[config.mk]
export PLATFORM = sky130hd
export DESIGN_NAME = seq_1001_framer_tx_flat
export DESIGN_NICKNAME = d
export VERILOG_FILES = /design/src/rtl/seq_1001_framer_tx_if.sv /design/src/rtl/seq_1001_framer_tx.sv /design/src/flat_wrapper.sv
export SDC_FILE = /design/constraint.sdc
export NUM_CORES = 1
export LEC_CHECK = 0
export BUFFER_PORTS_ARGS = -buffer_cell sky130_fd_sc_hd__buf_4
export CELL_PAD_IN_SITES_DETAIL_PLACEMENT = 0
export CELL_PAD_IN_SITES_GLOBAL_PLACEMENT = 2
export CORE_MARGIN = 4
export CORE_UTILIZATION = 35
export CTS_BUF_LIST = sky130_fd_sc_hd__clkbuf_16
export DETAILED_ROUTE_END_ITERATION = 16
export GPL_TIMING_DRIVEN = 1
export PLACE_DENSITY = 0.8
export SETUP_SLACK_MARGIN = 0.4
export SYNTH_ARGS = -nofsm -noshare
export SYNTH_HDL_FRONTEND = slang
export SYNTH_SLANG_ARGS = --single-unit
[constraint.sdc]
create_clock -name clk -period 5.7 [get_ports clk]
set_clock_uncertainty 0.1 [all_clocks]
set_input_delay 0.57 -clock clk [delete_from_list [all_inputs] [get_ports clk]]
set_output_delay 0.57 -clock clk [all_outputs]
set_load 0.03 [all_outputs]
[src/rtl/seq_1001_framer_tx_if.sv]
// ----------------------------------------------------------------------------
// seq_1001_framer_tx_if
// Payload handshake between an upstream word source and the 1001 framer.
//   in_valid  source -> framer   payload word available
//   in_ready  framer -> source   framer can take a word this cycle
//   in_data   source -> framer   payload word, DATA_W bits
// Modports: master = upstream source, slave = framer.
// ----------------------------------------------------------------------------
interface seq_1001_framer_tx_if #(
    parameter int DATA_W = 8
);
    logic              in_valid;
    logic              in_ready;
    logic [DATA_W-1:0] in_data;

    modport master (
        output in_valid,
        output in_data,
        input  in_ready
    );

    modport slave (
        input  in_valid,
        input  in_data,
        output in_ready
    );
endinterface

[src/rtl/seq_1001_framer_tx.sv]
// ----------------------------------------------------------------------------
// seq_1001_framer_tx
// Transmit side of the 1001 sync-marker serial link. Each accepted payload
// word is sent MSB first behind the 4-bit header 1001; the line idles at 0
// and every frame is followed by IDLE_BITS forced zero bits.
// Ports:
//   clk          rising-edge clock
//   reset        synchronous, active-high reset
//   in_if        slave side of the valid/ready payload handshake
//   tx_bit       serial line to the detector
//   tx_active    high while header or payload bits are on tx_bit
//   frame_done   1-cycle pulse while the payload LSB is on tx_bit
//   frame_count  completed frames, modulo 2^CNT_W
// ----------------------------------------------------------------------------
module seq_1001_framer_tx #(
    parameter int DATA_W    = 8,
    parameter int IDLE_BITS = 2,
    parameter int CNT_W     = 16
) (
    input  logic                   clk,
    input  logic                   reset,
    seq_1001_framer_tx_if.slave    in_if,
    output logic                   tx_bit,
    output logic                   tx_active,
    output logic                   frame_done,
    output logic [CNT_W-1:0]       frame_count
);
    localparam int            FRAME_W  = DATA_W + 4;
    localparam int            CW       = $clog2(FRAME_W);
    localparam int            GW       = (IDLE_BITS > 1) ? $clog2(IDLE_BITS) : 1;
    localparam logic [CW-1:0] LAST_BIT = CW'(FRAME_W - 1);
    localparam logic [GW-1:0] GAP_LAST = GW'((IDLE_BITS > 0) ? IDLE_BITS - 1 : 0);
    localparam logic [3:0]    SYNC     = 4'b1001;

    typedef enum logic [1:0] {
        S_IDLE,
        S_SEND,
        S_GAP
    } state_t;

    state_t             state_q, state_d;
    logic [FRAME_W-1:0] shift_q, shift_d;
    logic [CW-1:0]      bit_q,   bit_d;
    logic [GW-1:0]      gap_q,   gap_d;
    logic [CNT_W-1:0]   count_q, count_d;

    // NOTE: every variable gets its hold value before the case, so no path
    // leaves one unassigned and no latch is inferred.
    always_comb begin
        state_d = state_q;
        shift_d = shift_q;
        bit_d   = bit_q;
        gap_d   = gap_q;
        count_d = count_q;

        unique case (state_q)
            S_IDLE: begin
                // in_ready is high in IDLE, so in_valid alone means accept.
                if (in_if.in_valid) begin
                    shift_d = {SYNC, in_if.in_data};
                    bit_d   = '0;
                    state_d = S_SEND;
                end
            end
            S_SEND: begin
                shift_d = {shift_q[FRAME_W-2:0], 1'b0};
                bit_d   = bit_q + 1'b1;
                if (bit_q == LAST_BIT) begin
                    count_d = count_q + 1'b1;
                    gap_d   = '0;
                    state_d = (IDLE_BITS == 0) ? S_IDLE : S_GAP;
                end
            end
            S_GAP: begin
                gap_d = gap_q + 1'b1;
                if (gap_q == GAP_LAST) begin
                    state_d = S_IDLE;
                end
            end
            default: state_d = S_IDLE;
        endcase
    end

    // NOTE: sequential state uses non-blocking assignments so every register
    // samples the pre-edge value of every other register.
    always_ff @(posedge clk) begin
        if (reset) begin
            state_q <= S_IDLE;
            bit_q   <= '0;
            gap_q   <= '0;
            count_q <= '0;
        end else begin
            state_q <= state_d;
            bit_q   <= bit_d;
            gap_q   <= gap_d;
            count_q <= count_d;
        end
    end

    // NOTE: the shift register is pure datapath; it is only observed in SEND,
    // which is always entered through a load, so it needs no reset.
    always_ff @(posedge clk) begin
        shift_q <= shift_d;
    end

    // Outputs are forced quiet while reset is high so the line is clean even
    // before the first reset edge and during a mid-frame reset cycle.
    assign in_if.in_ready = !reset && (state_q == S_IDLE);
    assign tx_active      = !reset && (state_q == S_SEND);
    assign tx_bit         = tx_active && shift_q[FRAME_W-1];
    assign frame_done     = tx_active && (bit_q == LAST_BIT);
    assign frame_count    = reset ? '0 : count_q;

endmodule

[src/flat_wrapper.sv]
// flat-port wrapper written by rule: the top's interface ports become plain ports
module seq_1001_framer_tx_flat 
#(
    parameter int DATA_W    = 8,
    parameter int IDLE_BITS = 2,
    parameter int CNT_W     = 16
)
  (clk, reset, tx_bit, tx_active, frame_done, frame_count, in_if_in_valid, in_if_in_data, in_if_in_ready);
  seq_1001_framer_tx_if #(.DATA_W(DATA_W)) in_if_i ();
  input  logic clk;
  input  logic reset;
  output logic tx_bit;
  output logic tx_active;
  output logic frame_done;
  output logic [CNT_W-1:0] frame_count;
  input wire logic [$bits(in_if_i.in_valid)-1:0] in_if_in_valid;
  input wire logic [$bits(in_if_i.in_data)-1:0] in_if_in_data;
  output wire logic [$bits(in_if_i.in_ready)-1:0] in_if_in_ready;
  assign in_if_i.in_valid = in_if_in_valid;
  assign in_if_i.in_data = in_if_in_data;
  assign in_if_in_ready = in_if_i.in_ready;
  seq_1001_framer_tx #(.DATA_W(DATA_W), .IDLE_BITS(IDLE_BITS), .CNT_W(CNT_W)) u_core (.clk(clk), .reset(reset), .in_if(in_if_i), .tx_bit(tx_bit), .tx_active(tx_active), .frame_done(frame_done), .frame_count(frame_count));
endmodule
=== After elaboration in Yosys (flattened, before gate mapping) ===
Index checks and enable logic that the tools add are counted.

* Bits in registers: 35
* Word-level logic and storage cells: 37
* Output and inout bits: 20
* Bits of input ports: 11

* Eq/ne operators: 6
* Reduce and logical (&&, ||, !) cells: 12
* Add/sub/neg operators: 3
* Muxes and demuxes: 11

{| class="wikitable"
|+ Operator list
! cell !! number
|-
| $pmux 12 s2 || 1
|-
| $add 16x1->16 const B || 1
|-
| $mux 16 || 1
|-
| $mux 12 || 1
|-
| $pmux 4 s2 || 1
|-
| $mux 2 || 3
|-
| $pmux 2 s3 || 1
|-
| $reduce_and 2->1 || 3
|-
| $add 4x1->4 const B || 1
|-
| $eq 4x4->1 const B || 1
|-
| $logic_and 1x1->1 || 4
|-
| $mux 4 || 1
|-
| $ne 2x2->1 const B || 2
|-
| $reduce_bool 2->1 || 2
|-
| $reduce_and 3->1 || 1
|-
| $eq 2x1->1 const B || 1
|-
| $eq 2x2->1 const B || 1
|-
| $logic_not 2->1 || 1
|-
| $ne 2x1->1 const B || 1
|-
| $pmux 1 s2 || 1
|-
| $add 1x1->1 const B || 1
|-
| $logic_not 1->1 || 1
|-
| $mux 1 || 1
|}

=== Depth between registers and ports, before layout ===
Gate-level depths: netlist (run 1).

* Word-level depth: 3
* Gate-level depth with buffers: 6
* Gate-level depth less buffers: 5

=== Worst setup path before layout (run 1) ===
Ideal clock, no wire load.

* Path kind: input -> output
* From: input reset
* To: output in_if_in_ready
* Required time: 5.030 ns
* Path buffers: 2
* Arrival: 1.623 ns
* Stages: 3
* Slack: 3.407 ns
* Cell sequence: clkbuf_1 > clkbuf_1 > nor3_1

* Cells in the longest elaborated chain, start to end: 2

{| class="wikitable"
|+ Ends and longest elaborated chain
! element !! line !! RTL
|-
| start: declaration || flat_wrapper.sv:11 || <nowiki>input logic reset;</nowiki>
|-
| $logic_not 1->1 || seq_1001_framer_tx.sv:108 || <nowiki>assign in_if.in_ready = !reset && (state_q == S_IDLE);</nowiki>
|-
| $logic_and 1x1->1 || seq_1001_framer_tx.sv:108 ||
|-
| end: declaration || flat_wrapper.sv:18 || <nowiki>output wire logic [$bits(in_if_i.in_ready)-1:0] in_if_in_ready;</nowiki>
|}

Every way passes these cells.

=== Final worst setup path (run 1) ===
* From: register u_core.state_q[0]
* To: output frame_done

* Cells in the longest elaborated chain, start to end: 3

{| class="wikitable"
|+ Ends and longest elaborated chain
! element !! line !! RTL
|-
| start: declaration || seq_1001_framer_tx.sv:41 || <nowiki>state_t state_q, state_d;</nowiki>
|-
| start signal: assignment || seq_1001_framer_tx.sv:93 || <nowiki>state_q <= state_d;</nowiki>
|-
| $eq 2x1->1 || seq_1001_framer_tx.sv:109 || <nowiki>assign tx_active = !reset && (state_q == S_SEND);</nowiki>
|-
| $logic_and 1x1->1 || seq_1001_framer_tx.sv:109 ||
|-
| $logic_and 1x1->1 || seq_1001_framer_tx.sv:111 || <nowiki>assign frame_done = tx_active && (bit_q == LAST_BIT);</nowiki>
|-
| end: declaration || flat_wrapper.sv:14 || <nowiki>output logic frame_done;</nowiki>
|}

Every way passes these cells.

==> results.json, run 1 <==
{
  "status": "finished, final reports clean",
  "cts_tree": "built",
  "cts.path.max_buffers": 2,
  "ctsResizeCount": 0,
  "ir_drop_mv": 0.1390,
  "ys_types": 32,
  "slew_headroom": 0.2455,
  "worst_pin_slew_ns": 1.129,
  "numClockSinks": 35,
  "h-tree-depth": 2,
  "path_clk_slew_ns": 0.05,
  "cp_max_fo": 17,
  "multiInputGateArea_um2": 803.3,
  "diodes": 0,
  "fp.dieW_um": 77.14,
  "synth-seq-cells": 35,
  "final_area_mm2": 0.002059,
  "cts-hold-fix-buffers": 0,
  "synth_top_area_share": 0.2752,
  "fin_cells": 265,
  "p_per_area_mw_per_mm2": 269.9,
  "dp_hpwl_um": 2492,
  "clk-insertion-delay-late_ns": 0.27,
  "place_inst": 258,
  "fin_setup_tns_ns": 0,
  "via_per_inst": 5.060,
  "root_buffer": "clkbuf_16",
  "drt-wirelength-per-cell_um": 13.31,
  "synth_common_cells": "31 x nand2_1, 24 x nor2_1, 23 x dfxtp_1",
  "whs_path_depth": 2,
  "area_growth_pct": 23.11,
  "grt_overflow": 0,
  "syn_area_mm2": 0.001673,
  "reg2reg_from": "u_core.state_q[0]$_SDFFE_PP0P_",
  "end_kind": "output pin",
  "start_kind": "flop",
  "syn_inst": 185,
  "synth-async-reset-ratio": 0,
  "ant_nets": 0,
  "syn_nets": 198,
  "finalHoldViolations": 0,
  "synth_warnings": 0,
  "hold_path_end": "u_core.gap_q$_SDFFE_PP0P_",
  "placed_area_mm2": 0.001926,
  "slew_violations": 0,
  "routabilityCongestion": 0.8031,
  "rsz0062_at_grt": "no",
  "cts_buffers": 5,
  "ff2ff_path_depth": 4,
  "hold_slack_ns": 0.3963,
  "p_leak_nw": 0.8464,
  "yosysSeqAreaShare": 0.4907,
  "grt_usage": 0.1258,
  "start_util": 0.3739,
  "place_ws_ns": 2.948,
  "cts_setup_buffers": 0,
  "drive_above_1_share": 0.1925,
  "core_mm2": 0.004474,
  "wl_um": 3528,
  "synth-edff-count": 12,
  "antenna_found_initial": 0,
  "regToRegEndpoint": "u_core.count_q[12]$_SDFFE_PP0P_",
  "required_ns": 5.03,
  "seqCellArea_um2": 820.8,
  "drc": 0,
  "crit_type": "flop to output pin",
  "hp-class": "flop to flop",
  "fmax_mhz": 334.6,
  "synth_area_leader_cell": "dfxtp_1",
  "synth.most_common_cell": "nand2_1",
  "ioPinCount": 31,
  "r2r_slack_ns": 3.08,
  "synth_ff_type": "dfxtp_1",
  "rows": 24,
  "finalSetupViolCount": 0,
  "worstPathArrival_ns": 2.32,
  "vias": 1341,
  "grt_pass1_vias": 1306,
  "drt-initial-drc-count": 51,
  "finalWorstSetupSlack_ns": 2.711,
  "portBuffers": 30,
  "syn_area_per_cell_um2": 9.042,
  "worstHoldStart": "u_core.gap_q$_SDFFE_PP0P_",
  "die_area_mm2": 0.005950,
  "grt_max_degree": 43,
  "finalNetCount": 226,
  "synthTopCellsByArea": "dfxtp_1 28%, edfxtp_1 22%, nand2_1 7.0%",
  "fp.dieH_um": 77.14,
  "grt_pass1_wl_um": 6072,
  "fin_crit_sh": 0.5244,
  "first_pass_iters": 4,
  "fillerInstances": 450,
  "maxCapViolations": 0,
  "min_period_ns": 2.989
}
## layout make-up
class,count,share of cell area
timing repair buffer,30,0.1094
tap,52,0.03159
clock inverter,2,0.004253
sequential,35,0.3985
clock buffer,5,0.06075
inverter,3,0.005468
multi-input combinational,138,0.3900
## metrics by stage
step	utilization	power (mW)
final	0.4603	0.5559
after global routing	0.4603	0.5789
after CTS	0.4603	0.5647
after detailed placement	0.4304	0.3120
after global placement	0.4304	0.3104
after floorplan	-	0.2998
## worst max-delay path, cell delays in order (launching register included)
cell     delay (ns)
dfxtp_1        0.54
nor2b_1        0.94
nand2_1        0.23
nor2_1         0.16
buf_4          0.18
## where the power goes
group          internal [mW]  switching [mW]  total [mW]
sequential             0.270         0.00426       0.275
clock                  0.157          0.0930       0.250
combinational         0.0116          0.0200      0.0317
total                  0.439           0.117       0.556
## worst max-delay path by stage
stage / cells after the start / from / endpoint / slack, ns
after floorplan: 3 / reset / in_if_in_ready / 3.41
after global placement: 4 / u_core.state_q[0]$_SDFFE_PP0P_ / frame_done / 3.01
after detailed placement: 4 / u_core.state_q[0]$_SDFFE_PP0P_ / frame_done / 2.95
after CTS: 4 / u_core.state_q[0]$_SDFFE_PP0P_ / frame_done / 2.64
after global routing: 4 / u_core.state_q[0]$_SDFFE_PP0P_ / frame_done / 2.50
final: 4 / u_core.state_q[0]$_SDFFE_PP0P_ / frame_done / 2.71
## cells in the final DEF (no fill, tap or decap), drive strengths merged, types with 3 or more instances in the layout
| cell type | n |
|---|---|
| a22oi | 3 |
| mux2 | 3 |
| nor2 | 24 |
| and2 | 4 |
| edfxtp | 12 |
| nand4 | 4 |
| or4 | 3 |
| xor2 | 3 |
| nand2 | 31 |
| o21ai | 7 |
| xnor2 | 6 |
| a21oi | 5 |
| nand4b | 3 |
| inv | 3 |
| nand2b | 3 |
| buf | 30 |
| nand3 | 6 |
| dfxtp | 23 |
| and4 | 3 |
| clkbuf | 5 |
| nor2b | 16 |
## metal layers
metal / vias up / part of all wire / global-route usage
met4: 0 / 0.0068 / 0.04804
li1: 697 / - / -
met2: 18 / 0.49 / 0.2073
met3: 2 / 0.036 / 0.03279
met1: 624 / 0.47 / 0.1566
met5: - / 0 / 0
## logic make-up after synthesis
group	after synthesis	share of synthesized area
xor+xnor	9	0.04712
buf+inv	12	0.02917
simple gates	107	0.3388
mux	3	0.02019
compound gates	17	0.05908
flops	35	0.4907
fa+ha+maj	2	0.01496
## registers in the layout, summed over array words and instances, names as in the netlist
name,cells
u_core.shift_q,12
u_core.gap_q,1
u_core.state_q,2
u_core.count_q,16
u_core.bit_q,4
(Power assumes the default switching activity.)
==> inputs of run 2 (changes only) <==
Settings changed: CORE_UTILIZATION 35 to 33, PLACE_DENSITY 0.8 to 0.76.
Clock period 5.7 ns to 3.1 ns, I/O delays scaled along.
==> run 2 against run 1 <==
Compared with the run above:
- largest power group unchanged
- flip-flop and latch count is the same
- worst setup slack lost 1.8 ns
- critical endpoint is now tx_bit
- global-route usage shrank 0.56 points
- largest cell class unchanged
- design area grew 1.4%
==> results.json, run 2 (synthesis results as in run 1) <==
{
  "worst_pin_slew_ns": 0.5993,
  "root_buffer": "clkbuf_16",
  "h-tree-depth": 2,
  "grt_max_degree": 43,
  "worstPathArrival_ns": 1.76,
  "drt-initial-drc-count": 114,
  "routabilityCongestion": 0.7563,
  "slew_violations": 0,
  "top_regs": "u_core.count_q: 16 flops, u_core.shift_q: 12 flops, u_core.bit_q: 4 flops",
  "cts_tree": "built",
  "finalHoldViolations": 0,
  "ioPinCount": 31,
  "crit_type": "flop to output pin",
  "maxCapViolations": 0,
  "cts-hold-fix-buffers": 0,
  "cts_setup_buffers": 0,
  "antenna_found_initial": 0,
  "p_per_area_mw_per_mm2": 491.4,
  "ctsResizeCount": 0,
  "multiInputGateArea_um2": 803.3,
  "start_kind": "flop",
  "portBuffers": 30,
  "drc": 0,
  "cp_max_fo": 13,
  "wl_um": 3574,
  "drive_above_1_share": 0.1907,
  "vias": 1347,
  "grt_pass1_wl_um": 6030,
  "finalPower_mw": 1.026,
  "area_growth_pct": 24.83,
  "required_ns": 2.69,
  "fin_setup_tns_ns": 0,
  "status": "finished, final reports clean",
  "diodes": 0,
  "path_clk_slew_ns": 0.05,
  "grt_overflow": 0,
  "clk-insertion-delay-late_ns": 0.27,
  "hp-class": "input port to flop",
  "finalSetupViolCount": 0,
  "core_mm2": 0.004817,
  "ir_drop_mv": 0.2551,
  "drt-wirelength-per-cell_um": 12.67,
  "slew_headroom": 0.5962,
  "fin_crit_sh": 0.7014,
  "fp.dieH_um": 79.20,
  "min_period_ns": 2.174,
  "fmax_mhz": 459.9,
  "end_kind": "output pin",
  "finalNetCount": 227,
  "cts.path.max_buffers": 2,
  "largest_reg_flops": 16,
  "seqCellArea_um2": 820.8,
  "first_pass_iters": 4,
  "layout_common_cells": "31 x nand2_1, 31 x buf_4, 24 x nor2_1",
  "dp_hpwl_um": 2608,
  "p_leak_nw": 0.8544,
  "die_area_mm2": 0.006273,
  "rows": 25,
  "numClockSinks": 35,
  "grt_usage": 0.1202,
  "via_per_inst": 4.777,
  "cts_buffers": 5,
  "fp.dieW_um": 79.20,
  "start_util": 0.3473,
  "fillerInstances": 519,
  "top_register": "u_core.count_q",
  "ant_nets": 0,
  "grt_pass1_vias": 1350,
  "rsz0062_at_grt": "no"
}
## run 2: per-stage QoR
step	worst slack (ns)	hold slack, ns	instances	utilization	cell area, um^2
6_report	0.9256	0.2006	282	0.4335	2088
5_1_grt	0.7569	0.2103	282	0.4335	2088
2_1_floorplan	1.116	0.3581	185	-	1673
3_5_place_dp	1.067	0.3842	274	0.4052	1952
4_1_cts	0.8620	0.1950	282	0.4335	2088
3_3_place_gp	1.131	0.3811	274	0.4052	1952
## run 2: final cells by class
| cell class | instances | area share |
|---|---|---|
| clock inverter | 3 | 0.005392 |
| sequential | 35 | 0.3931 |
| tap | 67 | 0.04014 |
| clock buffer | 5 | 0.05992 |
| multi-input combinational | 138 | 0.3847 |
| timing repair buffer | 31 | 0.1114 |
| inverter | 3 | 0.005392 |
## run 2: worst max-delay path, stage by stage (launching register included)
cell and delay (ns):
dfxtp_1 0.54, nand2b_1 0.37, nor2_1 0.28, and2_1 0.15, buf_4 0.15
## run 2: power by group
part | internal, mW | switching [mW] | leakage, nW
clock | 0.289 | 0.173 | 0.0701
combinational | 0.0225 | 0.0371 | 0.478
sequential | 0.497 | 0.00767 | 0.307
## run 2: path summary, 6_finish.rpt
path                                                         to  slack [ns]                            from  cells past startpoint
worst min-delay path                u_core.shift_q[6]$_DFFE_PP_        0.20                in_if_in_data[6]                      3
worst min register to register        u_core.gap_q$_SDFFE_PP0P_        0.39       u_core.gap_q$_SDFFE_PP0P_                      2
worst max-delay path                                     tx_bit        0.93  u_core.state_q[0]$_SDFFE_PP0P_                      4
worst max register to register  u_core.count_q[15]$_SDFFE_PP0P_        1.06    u_core.bit_q[0]$_SDFFE_PP0P_                      5
## run 2: per-layer routing
layer / wire (um) / share of wire / up-vias / global-route usage
met2: 1654 / 0.46 / 21 / 0.1953
li1: - / - / 690 / -
met5: 0 / 0 / - / 0
met1: 1739 / 0.49 / 631 / 0.1496
met4: 42 / 0.012 / 0 / 0.04639
met3: 138 / 0.039 / 5 / 0.03515
